## config.mk

```make
export PLATFORM = sky130hd
export DESIGN_NAME = ctrl_fsm
export DESIGN_NICKNAME = d
export VERILOG_FILES = /design/src/rtl/ctrl_fsm.sv
export SDC_FILE = /design/constraint.sdc
export NUM_CORES = 1
export LEC_CHECK = 0
export BUFFER_PORTS_ARGS = -buffer_cell sky130_fd_sc_hd__buf_2
export CAP_MARGIN = 20
export CORE_ASPECT_RATIO = 1.4
export CORE_MARGIN = 5
export CORE_UTILIZATION = 56
export CTS_CLUSTER_DIAMETER = 50
export DETAILED_ROUTE_END_ITERATION = 12
export PLACE_DENSITY = 0.83
export SLEW_MARGIN = 30
export SYNTH_ARGS = -nofsm -noshare
export SYNTH_HDL_FRONTEND = slang
export SYNTH_SLANG_ARGS = --single-unit
```

## constraint.sdc

```tcl
create_clock -name clk -period 3.9 [get_ports clk]
set_input_delay 0.195 -clock clk [delete_from_list [all_inputs] [get_ports clk]]
set_output_delay 0.195 -clock clk [all_outputs]
set_load 0.01 [all_outputs]
```

## src/rtl/ctrl_fsm.sv

```systemverilog
// ctrl_fsm: multi-cycle CPU sequencer with illegal-opcode flag and retired-instruction counter
module ctrl_fsm #(
  parameter int CNT_W = 32
) (
  input  logic             clk,
  input  logic             rst,
  input  logic             pause,
  input  logic [5:0]       opcode,
  input  logic [5:0]       funct,
  output logic [3:0]       current_state,
  output logic             illegal_op,
  output logic             inst_retire,
  output logic [CNT_W-1:0] inst_count
);
  localparam logic [3:0] FETCH     = 4'd0;
  localparam logic [3:0] DECODE    = 4'd1;
  localparam logic [3:0] MEM_ADDR  = 4'd2;
  localparam logic [3:0] MEM_RD    = 4'd3;
  localparam logic [3:0] LD_WB     = 4'd4;
  localparam logic [3:0] MEM_WR    = 4'd5;
  localparam logic [3:0] R_EXE     = 4'd6;
  localparam logic [3:0] R_WB      = 4'd7;
  localparam logic [3:0] BRANCH    = 4'd8;
  localparam logic [3:0] JUMP      = 4'd9;
  localparam logic [3:0] I_WB      = 4'd10;
  localparam logic [3:0] SHIFT_EXE = 4'd11;
  localparam logic [3:0] I_EXE     = 4'd12;
  logic [3:0] next_state;
  logic [3:0] dec_state;
  logic       dec_bad;
  logic       retire_nxt;
  logic       illegal_nxt;
  // classify the instruction held in the IR into its first execution state
  always_comb begin
    dec_state = FETCH;
    dec_bad   = 1'b0;
    case (opcode)
      6'b000000:
        case (funct)
          6'b000000, 6'b000010, 6'b000011: dec_state = SHIFT_EXE;
          6'b100000, 6'b100010, 6'b100100, 6'b100101,
          6'b100110, 6'b100111, 6'b101010: dec_state = R_EXE;
          default: dec_bad = 1'b1;
        endcase
      6'b100011, 6'b101011: dec_state = MEM_ADDR;
      6'b000100, 6'b000101: dec_state = BRANCH;
      6'b000010: dec_state = JUMP;
      6'b001000, 6'b001100, 6'b001101, 6'b001110, 6'b001010: dec_state = I_EXE;
      default: dec_bad = 1'b1;
    endcase
  end
  // next-state selection; terminal, illegal and unused codes all fall back to FETCH
  always_comb begin
    next_state = FETCH;
    case (current_state)
      FETCH:            next_state = DECODE;
      DECODE:           next_state = dec_state;
      MEM_ADDR:         next_state = (opcode == 6'b100011) ? MEM_RD : MEM_WR;
      MEM_RD:           next_state = LD_WB;
      R_EXE, SHIFT_EXE: next_state = R_WB;
      I_EXE:            next_state = I_WB;
      default:          next_state = FETCH;
    endcase
  end
  // pulse requests for the coming edge; a paused edge requests nothing
  always_comb begin
    retire_nxt  = !pause && (current_state inside {LD_WB, MEM_WR, R_WB, BRANCH, JUMP, I_WB});
    illegal_nxt = !pause && (current_state == DECODE) && dec_bad;
  end
  // state, counter and registered pulses; pause freezes state and counter only
  always_ff @(posedge clk or posedge rst) begin
    if (rst) begin
      current_state <= FETCH;
      illegal_op    <= 1'b0;
      inst_retire   <= 1'b0;
      inst_count    <= '0;
    end else begin
      if (!pause) current_state <= next_state;
      if (retire_nxt) inst_count <= inst_count + CNT_W'(1);
      illegal_op  <= illegal_nxt;
      inst_retire <= retire_nxt;
    end
  end
endmodule

```

# [Yosys cells after proc, flatten, opt, wreduce, memory -nomap -nowiden]
# Cells that the tools add are included.
[word_totals] ff_bits=38 latch_bits=0 mem_bits_rw=0 mem_bits_ro=0 inputBits=15 output_inout_bits=38 wordCells=58 n_memories=0
[op_classes] addsub=1 mul=0 div=0 n_lt_le_gt_ge=0 eq_ne=31 shifts=0 muxes=6 bitwise=0 n_reduce_logical=16
[op_table] operator="6-bit == test (second input constant)" count=9
[op_table] operator="32-bit by 1-bit adder with 32-bit output (second input constant)" count=1
[op_table] operator="6-bit by 4-bit == test with 1-bit output (second input constant)" count=5
[op_table] operator="4-bit case mux with 6 select lines" count=1
[op_table] operator="4-bit == test (second input constant)" count=5
[op_table] operator="4-bit case mux with 5 select lines" count=1
[op_table] operator="10-bit OR reduction" count=2
[op_table] operator="6-bit by 2-bit == test with 1-bit output (second input constant)" count=3
[op_table] operator="4-bit by 3-bit == test with 1-bit output (second input constant)" count=4
[op_table] operator="6-bit by 3-bit == test with 1-bit output (second input constant)" count=2
[op_table] operator="6-bit logical NOT" count=2
[op_table] operator="4-bit by 2-bit == test with 1-bit output (second input constant)" count=2
[op_table] operator="4-bit case mux with 2 select lines" count=1
[op_table] operator="7-bit OR reduction" count=1
[op_table] operator="6-bit nonzero test" count=1
[op_table] operator="2-bit OR reduction" count=3
[op_table] operator="5-bit OR reduction" count=1
[op_table] operator="4-bit by 1-bit == test with 1-bit output (second input constant)" count=1
[op_table] operator="4-bit logical NOT" count=1
[op_table] operator="1-bit logical AND" count=3
[op_table] operator="3-bit 2-to-1 mux" count=1
[op_table] operator="3-bit OR reduction" count=1
[op_table] operator="1-bit case mux with 2 select lines" count=1
[op_table] operator="1-bit logical NOT" count=1
[op_table] operator="1-bit 2-to-1 mux" count=1

# [Logic depth before layout (Yosys ltp)]
[logic_depth] word_depth=5 mapped_depth=7

# [Worst setup path before layout]
# Ideal clock, no wire load.
[synth_timing] path_type="reg2reg" startpoint="reg current_state[1]" endpoint="reg inst_count[27]" setup_ns=0.127 arrival_time_ns=1.597 required_ns=3.773 slack_ns=2.176 path_stages_with_launch=8 n_path_buf=2 period_less_slack_ns=1.724 path_cell_list="dfrtp_1 -> buf_2 -> a21oi_1 -> a22oi_2 -> nor4_4 -> buf_6 -> nand4_1 -> xnor2_1"
[synth_between] elab_chain_cells=3 elab_cells_between_ends=8 classes_between="6 x eq/ne; 2 x reduce/logical"
[synth_lines] item="start: declaration" line="10" source="output logic [3:0] current_state,"
[synth_lines] item="start signal: assignment" line="78" source="if (!pause) current_state <= next_state;"
[synth_lines] item="4-bit by 3-bit == test with 1-bit output or 4-bit == test (tied branches)" line="67" source="retire_nxt = !pause && (current_state inside {LD_WB, MEM_WR, R_WB, BRANCH, JUMP, I_WB});"
[synth_lines] item="6-bit nonzero test (*)" line="67"
[synth_lines] item="1-bit logical AND (*)" line="67"
[synth_lines] item="end signal: assignment" line="79" source="if (retire_nxt) inst_count <= inst_count + CNT_W'(1);"
[synth_lines] item="end: declaration" line="13" source="output logic [CNT_W-1:0] inst_count"
# Every way passes the cells marked *; elsewhere a longest branch is shown, timed or not.
# A chain may end at the register's enable or synchronous reset.

# [Final worst setup path]
[layout_timing] startpoint="reg current_state[1]" endpoint="reg inst_count[30]"
# Same word-level chain as after synthesis.

==> results.md <==
Synth:
- The proportion of synthesized flip-flops having asynchronous set or reset is 1.000.
- The largest family of logic cells by synthesized area is simple AND/OR/NAND/NOR gates.
- The number of distinct library cells after synthesis is 43.
- The share of cell area taken by muxes after synthesis is 0.005556.
- Synthesis inferred 38 register bits.
- Of the synthesized area, sequential elements account for 0.4691.
- The instance count of the mapped netlist is 198.
- The synthesized design contains 0 enable-type register cells.
- The simple-gate area share of the yosys netlist is 0.2660.
- The net count after synthesis is 214.
- Dividing the synthesized area by the synthesized cell count gives 10.24 µm².
- The xor and xnor fraction of the mapped netlist area is 0.1383.
- The most used flip-flop cell after synthesis is sky130_fd_sc_hd__dfrtp_1.
- The cell area after synthesis is 2027 µm².
- Of the total synthesized cell area, the portion taken by full adders, half adders and majority gates is 0.006173.
- Yosys printed 0 warnings.
- The share of the synthesized area in compound gates (AO/OA/AOI/OAI) is 0.08395.

Placed design:
- The post-place setup slack is 1.885 ns.
- The count of buffers inserted at the top-level ports is 52.
- The cell area reported after detailed placement is 2307 µm².
- The post-DP HPWL is 3301 µm.
- The weighted congestion reported at the end of routability-driven placement is 0.9300.
- The instance count after placement with tap cells included is 286.

Min path:
- The min-delay analysis places its worst path in the category primary input to asynchronous set/reset pin.

Detailed routing:
- The count of nets left with antenna violations once routing finished came out at 0.
- After detailed routing, the number of vias per cell comes to 5.803.
- The first-iteration detailed-routing DRC count is 90.
- The first detailed-routing pass ran for 4 iterations.
- Summed over all layers, the routed wires come to 4498 µm.
- For this run, design rule violations remaining after detail routing come to 0.
- The total via count in the routed design is 1706.
- The average wire per standard cell is 15.30 µm.

STA:
- The worst pin sits at a relative slew slack of 0.5479.
- The number of hold violations in the final report is 15.
- For the final database, setup skew stands at 0.008126 ns.
- The post-layout worst setup margin is 1.893 ns.
- The worst hold-check slack is -0.01312 ns.
- Setup violations remaining at the end of the flow were counted as 0.
- Setup repair after global routing left no endpoint under its margin.
- The minimum clock period is 2.007 ns.
- The total count of max-transition violations in the final report is 0.
- The sum of negative setup slack is 0 ns.
- The part of the cycle the worst path needs is 0.5146.
- Timing would allow up to 498.3 MHz.
- The slew at the pin closest to its max-slew limit is 0.6756 ns.

Layout:
- The fraction of final layout cells with drive strength greater than 1 is 0.2619.
- The count of cells in the finished layout, fillers not included, comes to 294.
- The most common cell after layout, fill and taps aside is sky130_fd_sc_hd__buf_2.
- Fill cells in the final layout number 321.
- Summing all non-filler instances in the final layout gives an area of 2402 µm².
- Registers take 950.9 µm².
- After the last flow step, the layout net total stands at 267.
- The area growth from synthesis to layout is 18.52%.
- The top cell types in the final layout, fill and taps aside, are sky130_fd_sc_hd__buf_2, sky130_fd_sc_hd__dfrtp_1, sky130_fd_sc_hd__xnor2_1.
- The diode insertion count for antenna repair is 0.
- The core occupancy in the finished layout is 0.6713.
- The area of combinational cells with multiple inputs is 1013 µm².

Floorplanning:
- The initial core utilization is 0.5664.
- The core region is 3578 µm².
- The floorplan die area is 4940 µm².
- The die is 81.19 µm tall.
- During I/O placement, the number of pins put on the boundary was 53.
- In this run the core area contains 26 standard-cell rows.
- The die width is 60.85 µm.

Global routing:
- The number of global-route vias before repair is 1767.
- Entering global routing, the biggest net connects 39 pins.
- The number of antenna violations at the first check in global routing is 0.
- The global routing usage summed across all routing layers is 0.2098.
- After global routing the overflow that remains totals 0.
- The first global-routing pass estimated 7748 µm of wire.

Flow run:
- The number of violations of the max-capacitance limit is 0.

Setup path:
- The maximum net fanout on the critical path is 14.
- The setup slack on the worst flop-to-flop path is 1.89 ns.
- The critical path is of the register to register type.
- STA puts the critical path data required time at 4.08 ns.
- Traced cell by cell, the critical path runs through a21oi_1 > a22oi_2 > nor4_4 > nand4_1 > xnor2_1.
- For this design, the slowest cell found on the critical path is sky130_fd_sc_hd__nor4_4.
- The worst setup path is captured at a register.
- The kind of cell with the highest combined delay along the critical path is simple AND/OR/NAND/NOR gates.
- Together, buffers and inverters on the worst path number 0.
- The kind of start point of the critical path is a register.
- The maximum cell stage delay along the critical path is 0.65 ns.
- The signal arrival time at the worst endpoint is 2.19 ns.

Status:
- The flow ran to the end, but the final reports show violations.
- The checks that failed: negative hold slack.

Clock network:
- Once the clock tree was built, the setup fixing pass inserted 0 buffers.
- The CTS tree is built.
- The clock reaches the later pin of the worst-skew pair after 0.30 ns.
- The H-tree was split into 2 levels.
- Clock tree synthesis found a total of 38 sinks.
- The number of buffers created by CTS is 5.
- The post-cts gate resize count is 0.
- The clock root buffer is sky130_fd_sc_hd__clkbuf_8.
- The number of buffers inserted by hold repair at cts is 0.
- After clock tree synthesis, the clock-pin slew on the worst setup and hold paths is 0.08 ns.
- The worst-case clock buffer depth is 2.

Pwr:
- The worst voltage drop across the vdd grid is 290.2 µV.
- Dividing total power by cell area gives a power density of 330.2 nW/µm².
- The design draws 0.7931 mW.
- The leakage power is 1.251 nW.
==> synthesized netlist by cell type, drive strengths merged, types with 2 or more instances <==
cell type | instances | area, µm²
a211oi | 2 | 15.01
a21oi | 3 | 15.01
and3 | 9 | 56.30
and4 | 9 | 78.83
buf | 6 | 36.28
dfrtp | 38 | 950.9
inv | 6 | 22.52
nand2 | 10 | 37.54
nand2b | 4 | 25.02
nand3 | 16 | 80.08
nand4 | 9 | 56.30
nor2 | 12 | 45.04
nor2b | 5 | 31.28
nor3 | 3 | 15.01
nor3b | 2 | 15.01
nor4 | 3 | 33.78
nor4b | 2 | 23.77
o211ai | 2 | 15.01
o21ai | 5 | 25.02
or3 | 2 | 12.51
xnor2 | 19 | 166.4
xor2 | 13 | 113.9
==> where the power goes <==
part / leakage [nW] / switching [mW] / internal (mW) / total, mW
Combinational: 0.679 / 0.0476 / 0.0353 / 0.0830
Sequential: 0.525 / 0.0186 / 0.408 / 0.426
Clock: 0.0472 / 0.142 / 0.142 / 0.284
==> path summary, 6_finish.rpt <==
check	start	to	cells past startpoint
setup / recovery	current_state[1]	inst_count[30]	5
hold / removal	rst	inst_count[17]	3
setup reg to reg	current_state[1]	inst_count[30]	5
hold reg to reg	inst_count[31]	inst_count[31]	1
max in group asynchronous	rst	inst_count[26]	3
min in group clk	funct[4]	current_state[3]	5
==> final cells by class <==
cell class	count	area share
clock buffer	6	0.03438
clock inverter	2	0.005208
inverter	6	0.009375
multi-input combinational	147	0.4219
sequential	38	0.3958
tap	42	0.02188
timing repair buffer	53	0.1115
==> layer usage <==
layer	track usage	up-vias	routed length, µm
li1	-	824	-
met1	0.2222	807	1696
met2	0.3715	67	2369
met3	0.05246	8	325
met4	0.1085	0	106
met5	0	-	0
==> tightest hold or removal path, delay by kind of cell <==
kind | cells | cell delay, ns
buf+inv | 3 | 0.54
==> sequential cells by signal, summed over array words and instances (netlist names) <==
register       cells
inst_count        32
current_state      4
illegal_op         1
inst_retire        1
==> cells by family after synthesis <==
logic type / Yosys count
AND/OR/NAND/NOR: 90
flip-flops: 38
XOR/XNOR: 32
AO/OA/AOI/OAI: 23
buffers and inverters: 13
multiplexers: 1
adder cells (fa/ha/maj): 1
Note: power is estimated with default switching activity, not from simulation.
